**config.mk**
```make
export PLATFORM = sky130hd
export DESIGN_NAME = mem_arb
export DESIGN_NICKNAME = d
export VERILOG_FILES = /design/src/rtl/mem_arb_pkg.sv /design/src/rtl/mem_arb_rr.sv /design/src/rtl/mem_arb.sv
export SDC_FILE = /design/constraint.sdc
export NUM_CORES = 1
export LEC_CHECK = 0
export ABC_CLOCK_PERIOD_IN_PS = 4300
export BUFFER_PORTS_ARGS = -buffer_cell sky130_fd_sc_hd__buf_2
export CELL_PAD_IN_SITES_DETAIL_PLACEMENT = 1
export CELL_PAD_IN_SITES_GLOBAL_PLACEMENT = 1
export CORE_MARGIN = 5
export CORE_UTILIZATION = 32
export CTS_CLUSTER_DIAMETER = 120
export DETAILED_ROUTE_END_ITERATION = 7
export PLACE_DENSITY = 0.76
export SLEW_MARGIN = 25
export SYNTH_ARGS = -nofsm -noshare
export SYNTH_HDL_FRONTEND = slang
export SYNTH_HIERARCHICAL = 1
export SYNTH_SLANG_ARGS = --single-unit
export TNS_END_PERCENT = 100
```
**constraint.sdc**
```tcl
create_clock -name clk -period 4.3 [get_ports clk]
set_input_delay 0 -clock clk [delete_from_list [all_inputs] [get_ports clk]]
set_output_delay 0 -clock clk [all_outputs]
set_load 0.05 [all_outputs]
```
**src/rtl/mem_arb_pkg.sv**
```systemverilog
// Shared definitions for the fetch / load-store memory arbiter.
package mem_arb_pkg;
    typedef enum logic [1:0] {
        ST_IDLE  = 2'd0,
        ST_ISSUE = 2'd1,
        ST_WAIT  = 2'd2,
        ST_DONE  = 2'd3
    } arb_state_t;

    localparam int RD_LAT_DEFAULT = 2;
    localparam int WORD_W         = 16;
endpackage

```
**src/rtl/mem_arb_rr.sv**
```systemverilog
// Two-input alternating-priority arbiter; on a tie the port not granted last wins.
module mem_arb_rr (
    input  logic clk,
    input  logic rstn,
    input  logic if_req,
    input  logic ls_req,
    input  logic take,
    output logic grant_ls,
    output logic last_ls
);
    always_comb grant_ls = ls_req & (~if_req | ~last_ls);

    // last_ls = 0 means fetch was granted last, so ls wins the first tie after reset
    always_ff @(posedge clk or negedge rstn) begin
        if (!rstn) begin
            last_ls <= 1'b0;
        end else if (take) begin
            last_ls <= grant_ls;
        end
    end
endmodule

```
**src/rtl/mem_arb.sv**
```systemverilog
// Arbitrates instruction-fetch and load/store ports onto one memory controller.
module mem_arb
    import mem_arb_pkg::*;
#(
    parameter int RD_LAT = RD_LAT_DEFAULT
) (
    input  logic              clk,
    input  logic              rstn,
    input  logic              if_req,
    input  logic [WORD_W-1:0] if_addr,
    output logic              if_ack,
    output logic [WORD_W-1:0] if_rdata,
    input  logic              ls_req,
    input  logic              ls_we,
    input  logic [WORD_W-1:0] ls_addr,
    input  logic [WORD_W-1:0] ls_wdata,
    output logic              ls_ack,
    output logic [WORD_W-1:0] ls_rdata,
    output logic              mem_en,
    output logic              mem_we,
    output logic [WORD_W-1:0] mem_addr,
    output logic [WORD_W-1:0] mem_wdata,
    input  logic [WORD_W-1:0] mem_rdata,
    output arb_state_t        dbg_state
);
    // Handshake: a port raises req with stable op/addr/data and keeps it until a
    // one-cycle ack; req is only sampled in IDLE, and an ack-cycle req starts anew.
    localparam logic [2:0] WAIT_LAST = (RD_LAT >= 2) ? 3'(RD_LAT - 2) : 3'd0;

    arb_state_t        state, state_nx;
    logic [2:0]        cnt, cnt_nx;
    logic              cur_ls, cur_ls_nx, cur_we, cur_we_nx;
    logic [WORD_W-1:0] rd_hold, rd_hold_nx;
    logic              mem_en_nx, mem_we_nx, if_ack_nx, ls_ack_nx;
    logic [WORD_W-1:0] mem_addr_nx, mem_wdata_nx, if_rdata_nx, ls_rdata_nx;
    logic              take, grant_ls, last_ls;

    mem_arb_rr u_rr (
        .clk      (clk),
        .rstn     (rstn),
        .if_req   (if_req),
        .ls_req   (ls_req),
        .take     (take),
        .grant_ls (grant_ls),
        .last_ls  (last_ls)
    );

    assign dbg_state = state;

    always_comb begin
        state_nx     = state;
        cnt_nx       = cnt;
        cur_ls_nx    = cur_ls;
        cur_we_nx    = cur_we;
        rd_hold_nx   = rd_hold;
        mem_en_nx    = mem_en;
        mem_we_nx    = 1'b0;
        mem_addr_nx  = mem_addr;
        mem_wdata_nx = mem_wdata;
        if_ack_nx    = 1'b0;
        ls_ack_nx    = 1'b0;
        if_rdata_nx  = if_rdata;
        ls_rdata_nx  = ls_rdata;
        take         = 1'b0;
        case (state)
            ST_IDLE: begin
                if (if_req || ls_req) begin
                    take         = 1'b1;
                    state_nx     = ST_ISSUE;
                    cnt_nx       = 3'd0;
                    cur_ls_nx    = grant_ls;
                    cur_we_nx    = grant_ls & ls_we;
                    mem_en_nx    = 1'b1;
                    mem_we_nx    = grant_ls & ls_we;
                    mem_addr_nx  = grant_ls ? ls_addr : if_addr;
                    mem_wdata_nx = grant_ls ? ls_wdata : mem_wdata;
                end
            end
            ST_ISSUE: begin
                if (cur_we) begin
                    mem_en_nx = 1'b0;
                    state_nx  = ST_DONE;
                end else if (RD_LAT == 1) begin
                    rd_hold_nx = mem_rdata;
                    mem_en_nx  = 1'b0;
                    state_nx   = ST_DONE;
                end else begin
                    state_nx = ST_WAIT;
                end
            end
            ST_WAIT: begin
                // read data is taken on the last edge with mem_en still high
                if (cnt == WAIT_LAST) begin
                    rd_hold_nx = mem_rdata;
                    mem_en_nx  = 1'b0;
                    state_nx   = ST_DONE;
                end else begin
                    cnt_nx = cnt + 3'd1;
                end
            end
            ST_DONE: begin
                state_nx  = ST_IDLE;
                if_ack_nx = ~cur_ls;
                ls_ack_nx = cur_ls;
                if (!cur_we) begin
                    if (cur_ls) ls_rdata_nx = rd_hold;
                    else        if_rdata_nx = rd_hold;
                end
            end
            default: state_nx = ST_IDLE;
        endcase
    end

    always_ff @(posedge clk or negedge rstn) begin
        if (!rstn) begin
            state     <= ST_IDLE;
            cnt       <= 3'd0;
            cur_ls    <= 1'b0;
            cur_we    <= 1'b0;
            rd_hold   <= '0;
            mem_en    <= 1'b0;
            mem_we    <= 1'b0;
            mem_addr  <= '0;
            mem_wdata <= '0;
            if_ack    <= 1'b0;
            ls_ack    <= 1'b0;
            if_rdata  <= '0;
            ls_rdata  <= '0;
        end else begin
            state     <= state_nx;
            cnt       <= cnt_nx;
            cur_ls    <= cur_ls_nx;
            cur_we    <= cur_we_nx;
            rd_hold   <= rd_hold_nx;
            mem_en    <= mem_en_nx;
            mem_we    <= mem_we_nx;
            mem_addr  <= mem_addr_nx;
            mem_wdata <= mem_wdata_nx;
            if_ack    <= if_ack_nx;
            ls_ack    <= ls_ack_nx;
            if_rdata  <= if_rdata_nx;
            ls_rdata  <= ls_rdata_nx;
        end
    end
endmodule

```
After elaboration in Yosys (flattened, before gate mapping)
Index checks and enable logic that the tools add are counted.
- bits in registers: 92
- latch bits: 0
- RAM bits: 0
- memory bits (read-only): 0
- input port bits: 69
- output and inout port bits: 70
- word-level logic and storage cells: 60
- memories kept: 0
- add/subtract/negate cells: 1
- multipliers: 0
- div/mod/pow operators: 0
- magnitude comparators: 0
- eq/ne operators: 7
- shift-type cells: 0
- muxes and demuxes: 18
- bitwise gates (word level): 7
- reductions and logical operators: 13
- operators with widths (cell ; number):
    two-way mux 16 bit ; 1
    AND reduction 3 bit ; 4
    two-way mux 1 bit ; 10
    != test 2 bit (second input constant) ; 4
    one-hot mux 2 bit (4 select lines) ; 1
    two-way mux 3 bit ; 2
    one-hot mux 3 bit (2 select lines) ; 1
    AND reduction 2 bit ; 3
    equality test 2 bit (second input constant) ; 2
    two-way mux 2 bit ; 2
    inverter 1 bit ; 4
    AND reduction 4 bit ; 1
    adder 3 x 1 -> 3 bit (second input constant) ; 1
    zero test 3 bit ; 1
    one-hot mux 1 bit (3 select lines) ; 1
    nonzero test 3 bit ; 1
    bitwise AND 1 bit ; 2
    equality test 2 x 1 -> 1 bit (second input constant) ; 1
    zero test 2 bit ; 1
    nonzero test 2 bit ; 1
    logical OR 1 bit ; 1
    bitwise OR 1 bit ; 1

Longest topological paths before layout
Gate-level depths: netlist of run 1.
- depth in word-level cells: 6
- depth in mapped cells: 7
- depth with buffers taken out: 6

By module
Netlist of run 1, hierarchy kept.
- by module, submodules not included (module ; times used ; cells an instance ; area each (µm²) ; sequential area each (µm²)):
    mem_arb ; 1 ; 265 ; 3905.0 ; 2277.2
    mem_arb_rr ; 1 ; 3 ; 51.3 ; 25.0

Worst setup path after synthesis of run 1
No wires, ideal clock.
- path type: reg-to-reg
- start: register state[0] (netlist: dbg_state[0])
- end: register mem_wdata[10]
- arrival: 1859 ps
- required time: 4175 ps
- slack: 2316 ps
- stages on the path, launching flop included: 8
- period minus slack after synthesis: 1984 ps
- cell sequence: dfrtp_1 > inv_1 > ha_1 > o21ai_4 > inv_4 > nand2_4 > buf_6 > mux2_4
- longest elaborated chain between the ends: 2
- RTL lines (what ; line ; text):
    start: declaration ; mem_arb.sv:30 ; arb_state_t state, state_nx;
    start signal: assignment ; mem_arb.sv:130 ; state <= state_nx;
    zero test 2 bit ; mem_arb.sv:65 ; case (state)
    AND reduction 3 bit (no line) ; - ;
    end signal: assignment ; mem_arb.sv:138 ; mem_wdata <= mem_wdata_nx;
    end: declaration ; mem_arb.sv:22 ; output logic [WORD_W-1:0] mem_wdata,
Every way passes these cells.
A chain may end at the register's enable or synchronous reset.

Worst setup path in the final report of run 1
- start: register state[1] (netlist: dbg_state[1])
- end: register if_rdata[10]
- longest elaborated chain between the ends: 2
- RTL lines (what ; line ; text):
    equality test 2 bit ; mem_arb.sv:65 ;
    AND reduction 3 bit (no line) ; - ;
    end signal: assignment ; mem_arb.sv:141 ; if_rdata <= if_rdata_nx;
    end: declaration ; mem_arb.sv:12 ; output logic [WORD_W-1:0] if_rdata,
Every way passes these cells.

==> results.toml, run 1 <==
[yosys]
avgSynthCellArea_um2 = 14.8
synth_area_leader_cell = "dfrtp_1"
synth_edf_count = 0
synthTopCellsByArea = "dfrtp_1 58%, mux2_4 11%, mux2_2 9.4%, mux2i_1 4.3%, ha_1 2.2%"
synthCells = 268
synth_seq_cells = 92
ys_seq_area_share_pct = 58.2
synth_top_area_share_pct = 58.2
yosys_most_used_dff = "dfrtp_1"
netlist_area_um2 = 3960
yosysWarnings = 6
ys_types = 40
async_flop_share_pct = 100
syn-num-nets = 344

[min_path]
hold_path.class = "input pin to asynchronous set/reset pin"

[timing]
slew_headroom_pct = 36.6
fin_skew_ns = 0.00745
fmax_ghz = 0.467
hold_viol = 0
finalMaxSlewViolations = 0
grt_setup_unrepaired = "false"
setup_viol = 0
tightest_slew_ns = 0.950
setup_tns_ns = 0
finalCriticalPeriod_ns = 2.14
final.period_utilization_pct = 49.8
fin_ws_ns = 2.16

[global_route]
grt_pass1_wl_um = 17000
grt_pass1_vias = 3285
grt-ovfl-total = 0
grt_max_degree = 49
grt_use_total_pct = 14.9
antenna_found_initial = 0

[cells_and_area]
final_cell_mix = "137 x buf_2, 92 x dfrtp_1, 66 x dlygate4sd3_1, 33 x mux2_2, 28 x mux2_4"
mostFrequentLayoutCell = "buf_2"
nets = 549
drive_above_1_share_pct = 47.7
n_antenna_cell = 0
nFillCells = 1265
syn2layout_area_growth_pct = 44.9
fin_area_um2 = 5730

[setup_path]
cp_slowest_cell = "and2b_1"
required_ns = 4.53
r2r_cells = 4
crit_buf_inv = 0
max_stage_delay_ns = 0.75
path_cells = "ha_1 -> nor2b_4 -> and2b_1 -> mux2_2"
critPathArrivalTime_ns = 2.37
path_max_fanout = 16
critical_path_class = "flop to flop"
cp_num_cells = 4
crit_path_end_kind = "flop"
path_delay_family = "simple AND/OR/NAND/NOR gates"
startpoint_type = "flop"

[cts]
cts_tree = "built"
worst_skew_pair.late_latency_ns = 0.34
clockBufferDepth = 2
clkTransAtPathRegs_ns = 0.07
cts_sinks = 92
htreeDepth = 3
root_buffer = "clkbuf_16"
cts_setup_buffers = 0
cts-buffers-inserted = 9

[floorplanning]
initial_core_util_pct = 32.8
pin_count = 139
die_w_um = 121
num_rows = 40
core_area_um2 = 12100
fp.dieH_um = 121
die_area_um2 = 14700

[pwr]
p_sw_mw = 2.35
switching_share_pct = 47.1
pwr_density_cell_nw_per_um2 = 869
power.leakage_nw = 2.86
p_clk_share_pct = 15.8
power.total_mw = 4.98
intPower_mw = 2.63
p_seq_share_pct = 31.3
ir_drop_v = 0.000403
power_frac_comb_pct = 52.9

[detailed_routing]
drt_iter0_markers = 137
routed_wl_um = 10500
route.detailed.drc = 0
firstDrtPassIters = 4
via_count = 2868
antenna_violating_nets_post_route = 0
wl_per_cell_um = 16.3
vias_per_cell = 4.44

[place]
gp_congestion = 0.707
io_buffers = 138
placed_area_um2 = 4770
pre_cts_ws_ns = 2.19
dp_hpwl_um = 6870

[run_status]
outcome = "finished, final reports clean"

[job]
maxCapViolCount = 0
## stage by stage
stage	util [%]	hold slack, ns	std cells
floorplan	-	-0.296	268
global placement	39.5	0.0284	564
finish	47.5	0.203	646
CTS	47.5	0.199	646
detailed placement	39.5	0.0417	564
global route	47.5	0.250	646
## layout make-up
cell class	count	area, um2	area share (%)
sequential	92	2300	40.2
clock inverter	6	72.6	1.27
clock buffer	10	229	3.99
inverter	8	32.5	0.568
tap	168	210	3.67
multi-input combinational	156	1520	26.5
timing repair buffer	206	1370	23.9
## cells by family (layout without fill, tap and decap cells)
kind of cell,count (synthesis),count (layout),synth area share (%)
flops,92,92,58.2
mux,83,83,25.7
simple gates,37,37,5.41
compound gates,29,29,4.97
buf+inv,20,230,3.48
fa+ha+maj,7,7,2.21
## final timing paths
| kind | start | end | slack, ns |
|---|---|---|---|
| max | dbg_state[1]$_DFFE_PN0P_ | if_rdata[10]$_DFFE_PN0P_ | 2.16 |
| min | rstn | if_rdata[10]$_DFFE_PN0P_ | 0.20 |
| max reg2reg | dbg_state[1]$_DFFE_PN0P_ | if_rdata[10]$_DFFE_PN0P_ | 2.16 |
| min reg2reg | mem_addr[14]$_DFFE_PN0P_ | mem_addr[14]$_DFFE_PN0P_ | 0.48 |
| max in group asynchronous | rstn | ls_rdata[15]$_DFFE_PN0P_ | 3.06 |
| min in group clk | ls_req | cnt[1]$_DFFE_PN0P_ | 0.22 |
## sequential cells by signal, indices dropped and copies added (netlist names)
name / cells
cnt: 3
cur_ls: 1
cur_we: 1
dbg_state: 2
if_ack: 1
if_rdata: 16
ls_ack: 1
ls_rdata: 16
mem_addr: 16
mem_en: 1
mem_wdata: 16
mem_we: 1
rd_hold: 16
u_rr/last_ls: 1
## power groups by stage
stage               Combinational [mW]  Clock (mW)  Sequential, mW
floorplan                        0.902           0            2.66
detailed placement                2.59           0            1.57
global placement                  2.53           0            1.55
finish                            2.64       0.785            1.56
global route                      2.77       0.857            1.61
CTS                               2.66       0.821            1.57
## cell usage after synthesis, drive strengths merged, types with 3 or more instances
cell type  instances
buf                9
dfrtp             92
inv                8
clkbuf             3
nand2             22
mux2              66
ha                 7
o21ai             18
mux2i             17
nor2b              3
## worst register-to-register path: cells and delay by family (launching register included)
kind | cells | cell delay, ns
adders and majority gates | 1 | 0.24
DFF | 1 | 0.43
muxes | 1 | 0.44
and+or+nand+nor | 2 | 0.91
## routing by layer
layer  vias to the layer above  GRT usage (%)  part of all wire [%]  routed length (um)
met1                      1412           16.6                    40                4230
met4                         0           4.41                   1.2                 128
met2                       107           26.4                    51                5350
met3                        12           5.55                   7.8                 818
met5                         -              0                     0                   0
li1                       1337              -                     -                   -
## timing repair
action	4_1_cts	5_1_grt
hold buffers	66	0
hold endpoints to repair	94	0
gates resized for setup	0	0
No activity file was read; power rests on OpenSTA's default activity.
==> run 2, diff against run 1 <==
--- a/config.mk
+++ b/config.mk
@@ -5,7 +5,8 @@
 export SDC_FILE = /design/constraint.sdc
 export NUM_CORES = 1
 export LEC_CHECK = 0
-export ABC_CLOCK_PERIOD_IN_PS = 4300
+export ABC_AREA = 1
+export ABC_CLOCK_PERIOD_IN_PS = 2200
 export BUFFER_PORTS_ARGS = -buffer_cell sky130_fd_sc_hd__buf_2
 export CELL_PAD_IN_SITES_DETAIL_PLACEMENT = 1
 export CELL_PAD_IN_SITES_GLOBAL_PLACEMENT = 1
@@ -13,7 +14,7 @@
 export CORE_UTILIZATION = 32
 export CTS_CLUSTER_DIAMETER = 120
 export DETAILED_ROUTE_END_ITERATION = 7
-export PLACE_DENSITY = 0.76
+export PLACE_DENSITY = 0.8
 export SLEW_MARGIN = 25
 export SYNTH_ARGS = -nofsm -noshare
 export SYNTH_HDL_FRONTEND = slang
==> constraint.sdc (replaced) <==
create_clock -name clk -period 2.2 [get_ports clk]
set_input_delay 0 -clock clk [delete_from_list [all_inputs] [get_ports clk]]
set_output_delay 0 -clock clk [all_outputs]
set_load 0.05 [all_outputs]
==> run 2 against run 1 <==
  * Sequential share of layout area is 0.72 points higher
  * Design area fell by 1.8%
  * Synthesized cell count is 59% higher
  * Flip-flop and latch count did not move
  * Clock power up 100%
  * Critical endpoint is now mem_addr[15]$_DFFE_PN0P_
==> results.toml, run 2 <==
[global_route]
grt_max_degree = 54
use_met1_pct = 20.1
antenna_found_initial = 0
grt-ovfl-total = 0
grt_pass1_vias = 4023
grt_util_met2_pct = 29.5
grt_pass1_wl_um = 19900
grt_use_total_pct = 17.2
top_usage_layer = "met2"
grt_util_met3_pct = 5.59

[place]
io_buffers = 138
gp_congestion = 0.744
dp_hpwl_um = 7750
dp.cells = 694

[cts]
cts_tree = "built"
clockBufferDepth = 2
cts_setup_buffers = 0
worst_skew_pair.late_latency_ns = 0.34
htreeDepth = 3
cts-buffers-inserted = 9
root_buffer = "clkbuf_16"
cts_sinks = 92
clkTransAtPathRegs_ns = 0.07

[setup_path]
path_delay_family = "buffers and inverters"
path_max_fanout = 48
crit_path_end_kind = "flop"
max_stage_delay_ns = 0.60
required_ns = 2.46
critical_path_class = "flop to flop"
startpoint_type = "flop"
crit_buf_inv = 2
path_cells = "nand2_1 -> and2_1 -> buf_6 -> o21ai_0 -> dlygate4sd3_1 -> a21oi_1"
critPathArrivalTime_ns = 2.31
cp_slowest_cell = "dlygate4sd3_1"

[yosys]
muxShareOfSynthArea_pct = 0
synth_top_family_by_area = "simple AND/OR/NAND/NOR gates"
synthTopCellsByArea = "dfrtp_1 59%, nand2_1 10%, inv_1 4.4%, a21oi_1 3.7%, nor2_1 3.5%"
ys_types = 26
yosysWarnings = 6
yosys.area_share.simple_pct = 18.4
yosys.area_share.xor_xnor_pct = 0.223
synth_compound_area_share_pct = 12.2
yosys_most_used_dff = "dfrtp_1"
syn-num-nets = 501
avgSynthCellArea_um2 = 9.26
synth_edf_count = 0
synth_seq_cells = 92
netlist_area_um2 = 3940
synthCells = 425
synth_fa_ha_area_share_pct = 2.23
synth_top_area_share_pct = 58.5
ys_seq_area_share_pct = 58.5
synth.most_common_cell = "nand2_1"
synth_area_leader_cell = "dfrtp_1"
synth_common_cells = "107 x nand2_1, 92 x dfrtp_1, 46 x inv_1"
async_flop_share_pct = 100

[floorplanning]
die_area_um2 = 14600
pin_count = 139
die_w_um = 121
num_rows = 40
initial_core_util_pct = 32.8
fp.dieH_um = 121
core_area_um2 = 12000

[job]
maxCapViolCount = 0

[cells_and_area]
syn2layout_area_growth_pct = 43.1
instances_no_fill = 770
n_antenna_cell = 0
nets = 694
drive_above_1_share_pct = 28.9
final_cell_mix = "137 x buf_2, 107 x nand2_1, 92 x dfrtp_1, 60 x dlygate4sd3_1, 46 x inv_1"
mostFrequentLayoutCell = "buf_2"

[timing]
setup_tns_ns = 0
final.period_utilization_pct = 93.0
finalCriticalPeriod_ns = 2.05
finalMaxSlewViolations = 0
setup_viol = 0
grt_setup_unrepaired = "false"
slew_headroom_pct = 54.7
hold_viol = 0
fmax_ghz = 0.489
fin_skew_ns = 0.00505
tightest_slew_ns = 0.677

[run_status]
outcome = "finished, final reports clean"

[detailed_routing]
route.detailed.drc = 0
drt_iter0_markers = 156
vias_per_cell = 4.64
via_count = 3569
antenna_violating_nets_post_route = 0
routed_wl_um = 12000
wl_per_cell_um = 15.6
firstDrtPassIters = 6

[pwr]
pwr_density_cell_nw_per_um2 = 1670
power.leakage_nw = 2.99
ir_drop_v = 0.000671

[min_path]
hold_path.class = "input pin to flop"
==> run 2: cell types whose count changed after synthesis, sizes merged, moves of 17 or more <==
cell | before | now
nand2 | 22 | 110
mux2 | 66 | 0
inv | 8 | 47
nor2 | 2 | 40
o21ai | 18 | 51
a21oi | 1 | 33
nand3 | 0 | 21
mux2i | 17 | 0
==> run 2: stage by stage <==
| step | cell area, um2 | power, mW | setup slack, ns | util [%] | hold slack [ns] |
|---|---|---|---|---|---|
| 6_report | 5630 | 9.43 | 0.155 | 46.9 | 0.00993 |
| 5_1_grt | 5630 | 10.0 | 0.0639 | 46.9 | 0.0407 |
| 4_1_cts | 5630 | 9.50 | 0.160 | 46.8 | 0.00352 |
| 3_5_place_dp | 4710 | 7.76 | 0.482 | 39.2 | 0.0196 |
| 3_3_place_gp | 4710 | 7.57 | 0.603 | 39.2 | 0.0117 |
| 2_1_floorplan | 3940 | 6.58 | 0.519 | - | -0.296 |
==> run 2: kinds of logic (layout without fill, tap and decap cells) <==
kind of cell	count (synthesis)	after routing
compound gates	85	85
buf+inv	67	265
simple gates	173	173
flops	92	92
fa+ha+maj	7	7
xor+xnor	1	1
==> run 2: tightest hold or removal path, cell delays in order <==
cell and delay, ns:
buf_2 0.10, inv_1 0.05, nand2_1 0.06, o21ai_2 0.07
a21oi_2 0.05
==> run 2: layout make-up <==
| cell class | count | area (um2) |
|---|---|---|
| Clock buffer | 11 | 253 |
| Clock inverter | 5 | 60.1 |
| Fill cell | 1421 | 6380 |
| Inverter | 47 | 176 |
| Multi-Input combinational cell | 266 | 1300 |
| Sequential cell | 92 | 2300 |
| Tap cell | 147 | 184 |
| Timing Repair Buffer | 202 | 1350 |
==> run 2: worst paths after layout <==
check / cells past startpoint / start / slack, ns / end
setup / recovery: 6 / u_rr/last_ls$_DFFE_PN0P_ / 0.15 / mem_addr[15]$_DFFE_PN0P_
hold / removal: 5 / ls_addr[11] / 0.01 / mem_addr[11]$_DFFE_PN0P_
setup reg to reg: 6 / u_rr/last_ls$_DFFE_PN0P_ / 0.15 / mem_addr[15]$_DFFE_PN0P_
hold reg to reg: 2 / mem_wdata[0]$_DFFE_PN0P_ / 0.48 / mem_wdata[0]$_DFFE_PN0P_
max in group asynchronous: 3 / rstn / 1.33 / mem_addr[6]$_DFFE_PN0P_
min in group asynchronous: 2 / rstn / 0.20 / rd_hold[6]$_DFFE_PN0P_
==> run 2: what timing repair did <==
item / CTS / global route
endpoints found under the hold margin: 90 / 0
endpoints found under the setup margin: 0 / 5
gates resized for setup: 0 / 1
hold buffers: 60 / 0
==> run 2: where the power goes <==
part           leakage, nW  switching (mW)  total [mW]  internal, mW
Combinational         1.74            3.72        4.92          1.20
Sequential            1.10           0.431        2.91          2.48
Clock                0.152           0.654        1.60         0.944
Total                 2.99            4.80        9.43          4.62
==> run 2: routing by layer <==
metal	vias up	share of wire, %
met5	-	0
met4	0	1.3
met3	12	7.7
met2	118	49
met1	1719	42
li1	1720	-
